**config.mk**
```make
export PLATFORM = sky130hd
export DESIGN_NAME = turn_signal_seq_flat
export DESIGN_NICKNAME = d
export VERILOG_FILES = /design/src/rtl/turn_signal_seq_if.sv /design/src/rtl/turn_signal_seq.sv /design/src/flat_wrapper.sv
export SDC_FILE = /design/constraint.sdc
export NUM_CORES = 1
export LEC_CHECK = 0
export ABC_AREA = 1
export CORE_ASPECT_RATIO = 0.6
export CORE_UTILIZATION = 60
export CTS_CLUSTER_DIAMETER = 120
export DETAILED_ROUTE_END_ITERATION = 8
export GPL_ROUTABILITY_DRIVEN = 0
export PLACE_DENSITY = 0.8
export SETUP_SLACK_MARGIN = 0.02
export SYNTH_ARGS = -nofsm -noshare
export SYNTH_HDL_FRONTEND = slang
export SYNTH_SLANG_ARGS = --single-unit
```
**constraint.sdc**
```tcl
create_clock -name clock -period 2 [get_ports clock]
set_input_delay 0.4 -clock clock [delete_from_list [all_inputs] [get_ports clock]]
set_output_delay 0.4 -clock clock [all_outputs]
set_load 0.01 [all_outputs]
```
**src/rtl/turn_signal_seq_if.sv**
```systemverilog
// rtl/turn_signal_seq_if.sv - request and lamp signals between the turn-signal sequencer and its controller
interface turn_signal_seq_if #(
    parameter int LAMPS = 3
);
    logic             left_req;
    logic             right_req;
    logic             hazard_req;
    logic             brake;
    logic [LAMPS-1:0] left_lamps;
    logic [LAMPS-1:0] right_lamps;
    logic             busy;

    modport master (
        output left_req, right_req, hazard_req, brake,
        input  left_lamps, right_lamps, busy
    );

    modport slave (
        input  left_req, right_req, hazard_req, brake,
        output left_lamps, right_lamps, busy
    );
endinterface

```
**src/rtl/turn_signal_seq.sv**
```systemverilog
// rtl/turn_signal_seq.sv - prescaled chase/flash tail-lamp sequencer with hazard and brake overlay
module turn_signal_seq #(
    parameter int LAMPS    = 3,
    parameter int TICK_DIV = 25_000_000,
    parameter int CHASE    = 1
) (
    input  logic              clock,
    input  logic              reset,
    turn_signal_seq_if.slave  bus
);
    localparam int SW = $clog2(LAMPS + 1);
    localparam int CW = $clog2(TICK_DIV);

    typedef enum logic [2:0] {IDLE, LEFT, RIGHT, HAZ_ON, HAZ_OFF} state_t;

    state_t           state, state_n;
    logic [SW-1:0]    s, s_n, s_inc;
    logic [CW-1:0]    cnt;
    logic             tick;
    logic             dir_left, dir_right;
    logic [LAMPS-1:0] sweep, sweep_rev, sig_l, sig_r, fill;
    logic [LAMPS-1:0] left_n, right_n, left_q, right_q;
    logic             busy_n, busy_q;

    // Free-running prescaler: never restarted by requests, so steps stay phase-locked to reset release.
    assign tick = (cnt == CW'(TICK_DIV - 1));

    always_ff @(posedge clock or negedge reset) begin
        if (!reset) cnt <= '0;
        else        cnt <= tick ? '0 : cnt + 1'b1;
    end

    always_ff @(posedge clock or negedge reset) begin
        if (!reset) begin
            state   <= IDLE;
            s       <= '0;
            left_q  <= '0;
            right_q <= '0;
            busy_q  <= 1'b0;
        end else begin
            state   <= state_n;
            s       <= s_n;
            left_q  <= left_n;
            right_q <= right_n;
            busy_q  <= busy_n;
        end
    end

    assign dir_left  = bus.left_req & ~bus.right_req;
    assign dir_right = bus.right_req & ~bus.left_req;
    assign s_inc     = (s == SW'(LAMPS)) ? '0 : s + 1'b1;

    always_comb begin
        state_n = state;
        s_n     = s;
        if (tick) begin
            if (bus.hazard_req) begin
                state_n = (state == HAZ_ON) ? HAZ_OFF : HAZ_ON;
                s_n     = '0;
            end else begin
                case (state)
                    IDLE: begin
                        if (dir_left)       begin state_n = LEFT;  s_n = SW'(1); end
                        else if (dir_right) begin state_n = RIGHT; s_n = SW'(1); end
                    end
                    LEFT: begin
                        if (dir_right)                  begin state_n = RIGHT; s_n = SW'(1); end
                        else if (!dir_left && s == '0)  state_n = IDLE;
                        else                            s_n = s_inc;
                    end
                    RIGHT: begin
                        if (dir_left)                   begin state_n = LEFT; s_n = SW'(1); end
                        else if (!dir_right && s == '0) state_n = IDLE;
                        else                            s_n = s_inc;
                    end
                    HAZ_ON:  state_n = HAZ_OFF;
                    default: begin state_n = IDLE; s_n = '0; end
                endcase
            end
        end
    end

    // Lamps are computed from the upcoming state so a tick's step shows on the same edge.
    always_comb begin
        sweep     = '0;
        sweep_rev = '0;
        for (int i = 0; i < LAMPS; i++) begin
            sweep[i]             = (SW'(i) < s_n);
            sweep_rev[LAMPS-1-i] = (SW'(i) < s_n);
        end
        sig_l   = (CHASE != 0) ? sweep     : (s_n[0] ? '1 : '0);
        sig_r   = (CHASE != 0) ? sweep_rev : (s_n[0] ? '1 : '0);
        fill    = bus.brake ? '1 : '0;
        left_n  = fill;
        right_n = fill;
        case (state_n)
            LEFT:    left_n = sig_l;
            RIGHT:   right_n = sig_r;
            HAZ_ON:  begin left_n = '1; right_n = '1; end
            HAZ_OFF: begin left_n = '0; right_n = '0; end
            default: ;
        endcase
        busy_n = (state_n != IDLE);
    end

    assign bus.left_lamps  = left_q;
    assign bus.right_lamps = right_q;
    assign bus.busy        = busy_q;
endmodule
```
**src/flat_wrapper.sv**
```systemverilog
// flat-port wrapper written by rule: the top's interface ports become plain ports
module turn_signal_seq_flat 
#(
    parameter int LAMPS    = 3,
    parameter int TICK_DIV = 25_000_000,
    parameter int CHASE    = 1
)
  (clock, reset, bus_left_req, bus_right_req, bus_hazard_req, bus_brake, bus_left_lamps, bus_right_lamps, bus_busy);
  turn_signal_seq_if #(.LAMPS(LAMPS)) bus_i ();
  input  logic clock;
  input  logic reset;
  input wire logic [$bits(bus_i.left_req)-1:0] bus_left_req;
  input wire logic [$bits(bus_i.right_req)-1:0] bus_right_req;
  input wire logic [$bits(bus_i.hazard_req)-1:0] bus_hazard_req;
  input wire logic [$bits(bus_i.brake)-1:0] bus_brake;
  output wire logic [$bits(bus_i.left_lamps)-1:0] bus_left_lamps;
  output wire logic [$bits(bus_i.right_lamps)-1:0] bus_right_lamps;
  output wire logic [$bits(bus_i.busy)-1:0] bus_busy;
  assign bus_i.left_req = bus_left_req;
  assign bus_i.right_req = bus_right_req;
  assign bus_i.hazard_req = bus_hazard_req;
  assign bus_i.brake = bus_brake;
  assign bus_left_lamps = bus_i.left_lamps;
  assign bus_right_lamps = bus_i.right_lamps;
  assign bus_busy = bus_i.busy;
  turn_signal_seq #(.LAMPS(LAMPS), .TICK_DIV(TICK_DIV), .CHASE(CHASE)) u_core (.clock(clock), .reset(reset), .bus(bus_i));
endmodule
```
Yosys cells after proc, flatten, opt, wreduce, memory -nomap -nowiden:

Index checks and enable logic that the tools add are counted.

* bitwise gates (word level): 4
* magnitude comparators: 3
* $add $sub $neg: 2
* equality and inequality tests: 9
* muxes and demuxes: 24
* reduce and logical (&&, ||, !) cells: 7

Operators by type and width (count)
* $mux 3: 10
* $add 25x1->25 const B: 1
* $eq 25x25->1 const B: 1
* $mux 25: 1
* $mux 2: 9
* $pmux 3 s3: 2
* $eq 3x2->1 const B: 4
* $pmux 3 s4: 1
* $pmux 2 s4: 1
* $eq 3x1->1 const B: 2
* $lt 1x2->1 const A: 2
* $eq 3x3->1 const B: 1
* $logic_not 3->1: 1
* $reduce_bool 3->1: 1
* $add 2x1->2 const B: 1
* $and 1x1->1: 2
* $eq 2x2->1 const B: 1
* $logic_and 1x1->1: 2
* $logic_not 1->1: 2
* $logic_not 2->1: 1
* $lt 2x2->1 const A: 1
* $not 1->1: 2

* register bits: 37
* input bits: 6
* logic and storage cells: 55
* output and inout bits: 7

Depth between registers and ports, before layout:

* word-level depth: 11
* mapped depth: 13

Least setup slack after synthesis:

No wires, ideal clock.

* path type: register to register
* start: register u_core.cnt[0]
* end: register u_core.left_q[0] (netlist: u_core.bus.left_lamps[0])
* setup slack: 0.273 ns
* cell stages (with the launch flop): 13
* arrival: 1.603 ns
* buffers on the path: 0
* data required time: 1.875 ns
* library setup time: 0.125 ns
* clock period less this slack: 1.727 ns
* cells stage by stage: dfrtp_1 -> ha_1 -> nand2_1 -> nor2_1 -> nand2_1 -> nor2_4 -> nand2_4 -> nand2_2 -> nand2_2 -> nor2_8 -> nand3_2 -> nand2_2 -> nand3_1

* word-level cells in the longest chain between the ends: 4
* elaborated cells on any way between the ends: 8
* classes of those cells: order compare (1); eq/ne (4); mux (3)

RTL lines
* start: declaration: line turn_signal_seq.sv:18 `logic [CW-1:0] cnt;`
* start signal: assignment: line turn_signal_seq.sv:30 `else cnt <= tick ? '0 : cnt + 1'b1;`
* $eq 25x25->1 *: line turn_signal_seq.sv:26 `assign tick = (cnt == CW'(TICK_DIV - 1));`
* $mux 2 or $mux 3 (tied branches): line turn_signal_seq.sv:56 `if (tick) begin`
* $lt 1x2->1, or another cell as far along: line turn_signal_seq.sv:88 `sweep[i] = (SW'(i) < s_n);`
* $pmux 3 s3 *: line turn_signal_seq.sv:96 `case (state_n)`
* named net u_core.left_n[0]: line turn_signal_seq.sv:22 `logic [LAMPS-1:0] left_n, right_n, left_q, right_q;`
* end signal: assignment: line turn_signal_seq.sv:43 `left_q <= left_n;`
* end: declaration: line turn_signal_seq.sv:22

Mark *: on every way through the listed nets, which the timed path passes. The rest lies on a longest branch.

Worst setup path after layout:

* start: input bus_left_req
* end: register u_core.right_q[1] (netlist: u_core.bus.right_lamps[1])

* word-level cells in the longest chain between the ends: 11
* elaborated cells on any way between the ends: 30
* classes of those cells: order compare (1); eq/ne (3); mux (19); bitwise (3); reduce/logical (4)

RTL lines
* start: declaration: line flat_wrapper.sv:12 `input wire logic [$bits(bus_i.left_req)-1:0] bus_left_req;`
* $not 1->1: line turn_signal_seq.sv:50 `assign dir_right = bus.right_req & ~bus.left_req;`
* $and 1x1->1: line turn_signal_seq.sv:50
* $logic_not 1->1: line turn_signal_seq.sv:73 `else if (!dir_right && s == '0) state_n = IDLE;`
* $logic_and 1x1->1: line turn_signal_seq.sv:73
* $mux 2 or $mux 3 (tied branches): line turn_signal_seq.sv:73
* $mux 2 or $mux 3 (tied branches): line turn_signal_seq.sv:72 `if (dir_left) begin state_n = LEFT; s_n = SW'(1); end`
* $pmux 2 s4 or $pmux 3 s4 (tied branches): line turn_signal_seq.sv:61 `case (state)`
* $mux 2 or $mux 3 (tied branches): line turn_signal_seq.sv:57 `if (bus.hazard_req) begin`
* $mux 2 or $mux 3 (tied branches): line turn_signal_seq.sv:56
* $lt 1x2->1, or another cell as far along: line turn_signal_seq.sv:89 `sweep_rev[LAMPS-1-i] = (SW'(i) < s_n);`
* $pmux 3 s3 *: line turn_signal_seq.sv:96
* named net u_core.right_n[1]: line turn_signal_seq.sv:22
* end signal: assignment: line turn_signal_seq.sv:44 `right_q <= right_n;`
* end: declaration: line turn_signal_seq.sv:22

Marked as above.

==> results.md <==
- Status: finished clean
- Clock skew: 0.00374 ns
- Initial Utilization: between 60% and 70%
- TritonRoute pass-1 iters: 5
- Avg WL per Cell: about 13 um
- Switching portion of total power: between 20% and 30%
- CP cell instances: clkdlybuf4s50_1, inv_1, nand2_1, nand2_1, nand3_1, nand3_1, nand2_1, nor2_2, nor2_8, nand3_2, nand2_2, nand2_1
- Final Cycle Share: about 93%
- Syn nets: approximately 310
- FP Rows: 17
- EDFF count, synth: 0
- Grt ovf: 0
- Yosys cell types: 27
- Fraction of registers with async set/reset: 100%
- Largest net degree at the start of global routing: 38
- Top delay family on crit path: simple AND/OR/NAND/NOR gates
- Post-route design area: between 2000 and 3000 um2
- Sequential power share: a little under three fifths
- Final Hold Fails: 0
- Worst Path Buf+Inv: 2
- CP max stage delay: ~0.53 ns
- Logic pwr share: 3.5%
- Pwr Density: 478 nW/um2
- Cells after synthesis: 305
- Most common cell in the netlist: nand2_1
- N_diodes: 0
- WHS: roughly 0.14 ns
- Worst-Margin Slew: about 0.46 ns
- Initial antenna violation count: 0
- R2r setup slk: ~0.15 ns
- WP data arrival: just over 2 ns
- Sequential fraction of the synthesis area: 39.5%
- Fin worst setup slack: 0.132 ns
- Synth cell count leaders: nand2_1, inv_1, dfrtp_1
- Clock Root Buffer: clkbuf_8
- Final nets: about 340
- Core Area: around 3700 um2
- Synth top area cells: dfrtp_1, nand2_1, inv_1, nand3_1, nor2_1
- Int Pwr: 1.01 mW
- Vias per cell: 5.39
- Boundary Pins: 13
- Netlist Area Pre-Place: roughly 2300 um2
- CP most frequent cell: nand2_1
- Routed via count: 2060
- DIE AREA: ~4200 um2
- Avg Cell Area, Syn: a little under 8 um2
- LEAKAGE: between 1 and 1.5 nW
- Synth warn: 0
- Worst Path Required: between 2 and 2.5 ns
- Num Clock Sinks: 37
- First-pass GRT wire length: 8800 um
- Clock latency on the worst-skew pair: roughly 0.29 ns
- Final ANT Viol Nets: 0
- Area of the multi-input gates: 1260 um2
- Share of layout cells above drive strength 1: around a fifth
- Max clock buf depth: 2
- Area Overhead vs Synth: 16.0%
- Fmax: between 500 and 600 MHz
- Inserted Clock Buffers: 5
- P_sw: just under 0.3 mW
- FF+latch area: between 900 and 1000 um2
- Placed Area: roughly 2600 um2
- Worst vdd ir: roughly 0.48 mV
- Final Power: around 1.3 mW
- DP HPWL: slightly below 4000 um
- Layout Utilization: 73.5%
- Final Max Slew Viols: 0
- Iter 0 DRT Violations: 180
- CTS tree: done
- Worst Hold Class: input pin to asynchronous set/reset pin
- Fin crit period: 1.87 ns
- Chip height: approximately 50 um
- Place WS: -0.115 ns
- Synth area leader: dfrtp_1
- Normalized max-slew margin: a little over two thirds
- Worst setup SP type: input pin
- Residual DRC: 0
- Final setup fails: 0
- Crit path max fanout: 5
- Port-buffer cells: 12
- Fillers: approximately 290
- Clock group share of total power: between 30 and 40%
- GRT Total Usage: 28.8%
- Post-synthesis register bit count: 37
- Max Cap Violations: 0
- Setup CP Type: input pin to flop
- Slowest CP cell: clkdlybuf4s50_1
- Vias in the first global route: roughly 1.9k
- Yosys top cell area share: around two fifths
- DRT Wirelength: between 5000 and 6000 um
- Die Wd: a little over 80 um
- H-tree Lvls: 2
- Critical Path Sink Type: flop
- Clock transition at path regs: around 0.070 ns
- Synth Flop Type: dfrtp_1
[metrics by stage]
stage / instances / TNS [ns]
CTS: 381 / 0
global route: 382 / -0.0479
finish: 382 / 0
global placement: 373 / -0.337
floorplan: 305 / 0
detailed placement: 373 / -0.628
[per-layer routing]
layer  global-route usage, %  wire length [um]  vias up
met1                    46.7              2670      950
met5                       0                 0        -
met2                    37.2              2010       75
met4                    6.03                32        0
li1                        -                 -     1029
met3                    7.82               403        6
[worst paths after layout]
| path | from | to | depth (start not counted) |
|---|---|---|---|
| worst max-delay path | bus_left_req | u_core.bus.right_lamps[1] | 12 |
| worst min-delay path | reset | u_core.cnt[9] | 2 |
| worst max register to register | u_core.cnt[0] | u_core.bus.right_lamps[1] | 12 |
| worst min register to register | u_core.cnt[19] | u_core.cnt[19] | 1 |
| max in group asynchronous | reset | u_core.cnt[2] | 2 |
| min in group clock | u_core.cnt[19] | u_core.cnt[19] | 1 |
[logic make-up (layout without fill, tap and decap cells)]
| logic type | after synthesis | in the layout | share of synthesized area [%] |
|---|---|---|---|
| fa+ha+maj | 3 | 3 | 1.60 |
| xor+xnor | 7 | 7 | 2.62 |
| compound gates | 27 | 27 | 6.35 |
| simple gates | 182 | 182 | 41.8 |
| flops | 37 | 37 | 39.5 |
| buf+inv | 49 | 79 | 8.11 |
[worst register-to-register path: stages (launching register included)]
cell and delay (ns):
dfrtp_1 0.43, ha_4 0.18, nand2_1 0.06, nor2_2 0.11
nand2_2 0.11, nor2_4 0.13, nand2_4 0.11, nand2_2 0.08
nand2_2 0.08, nor2_8 0.18, nand3_2 0.11, nand2_2 0.11
nand2_1 0.06
[sequential cells by signal (all words and copies together), names as in the netlist]
signal                  cells
u_core.s                    2
u_core.bus.right_lamps      3
u_core.bus.busy             1
u_core.cnt                 25
u_core.state                3
u_core.bus.left_lamps       3
[area by class of cell]
cell class              count  share of cell area, %
clock buffers               5                   2.53
clock inverters             3                  0.644
inverters                  48                   6.81
multi-input cells         219                   46.5
flip-flops and latches     37                   34.1
well taps                  47                   2.16
repair buffers             23                   7.27
[repair_timing]
| action | 4_1_cts | 5_1_grt |
|---|---|---|
| buffers inserted | 0 | 1 |
| gates resized for setup | 0 | 9 |
| hold buffers | 0 | 0 |
| endpoints found under the setup margin | 0 | 11 |
[cell usage in the layout, fill, tap and decap left out, drive strengths merged, types with 5 or more instances in the layout]
cell and n:
nor2 52, o21ai 13, buf 12, clkdlybuf4s50 11
dfrtp 37, clkbuf 5, a21oi 13, xor2 7
nand2 77, nand4 10, nand3 32, nor3 8
inv 47
[power groups by stage]
stage | clock network [mW] | logic, mW | registers (mW)
after floorplan | 0 | 0.00951 | 0.762
after global routing | 0.550 | 0.0515 | 0.747
final | 0.506 | 0.0452 | 0.748
after CTS | 0.522 | 0.0458 | 0.747
after detailed placement | 0 | 0.0459 | 0.762
after global placement | 0 | 0.0445 | 0.762
Power figures use the tool's default switching activity.
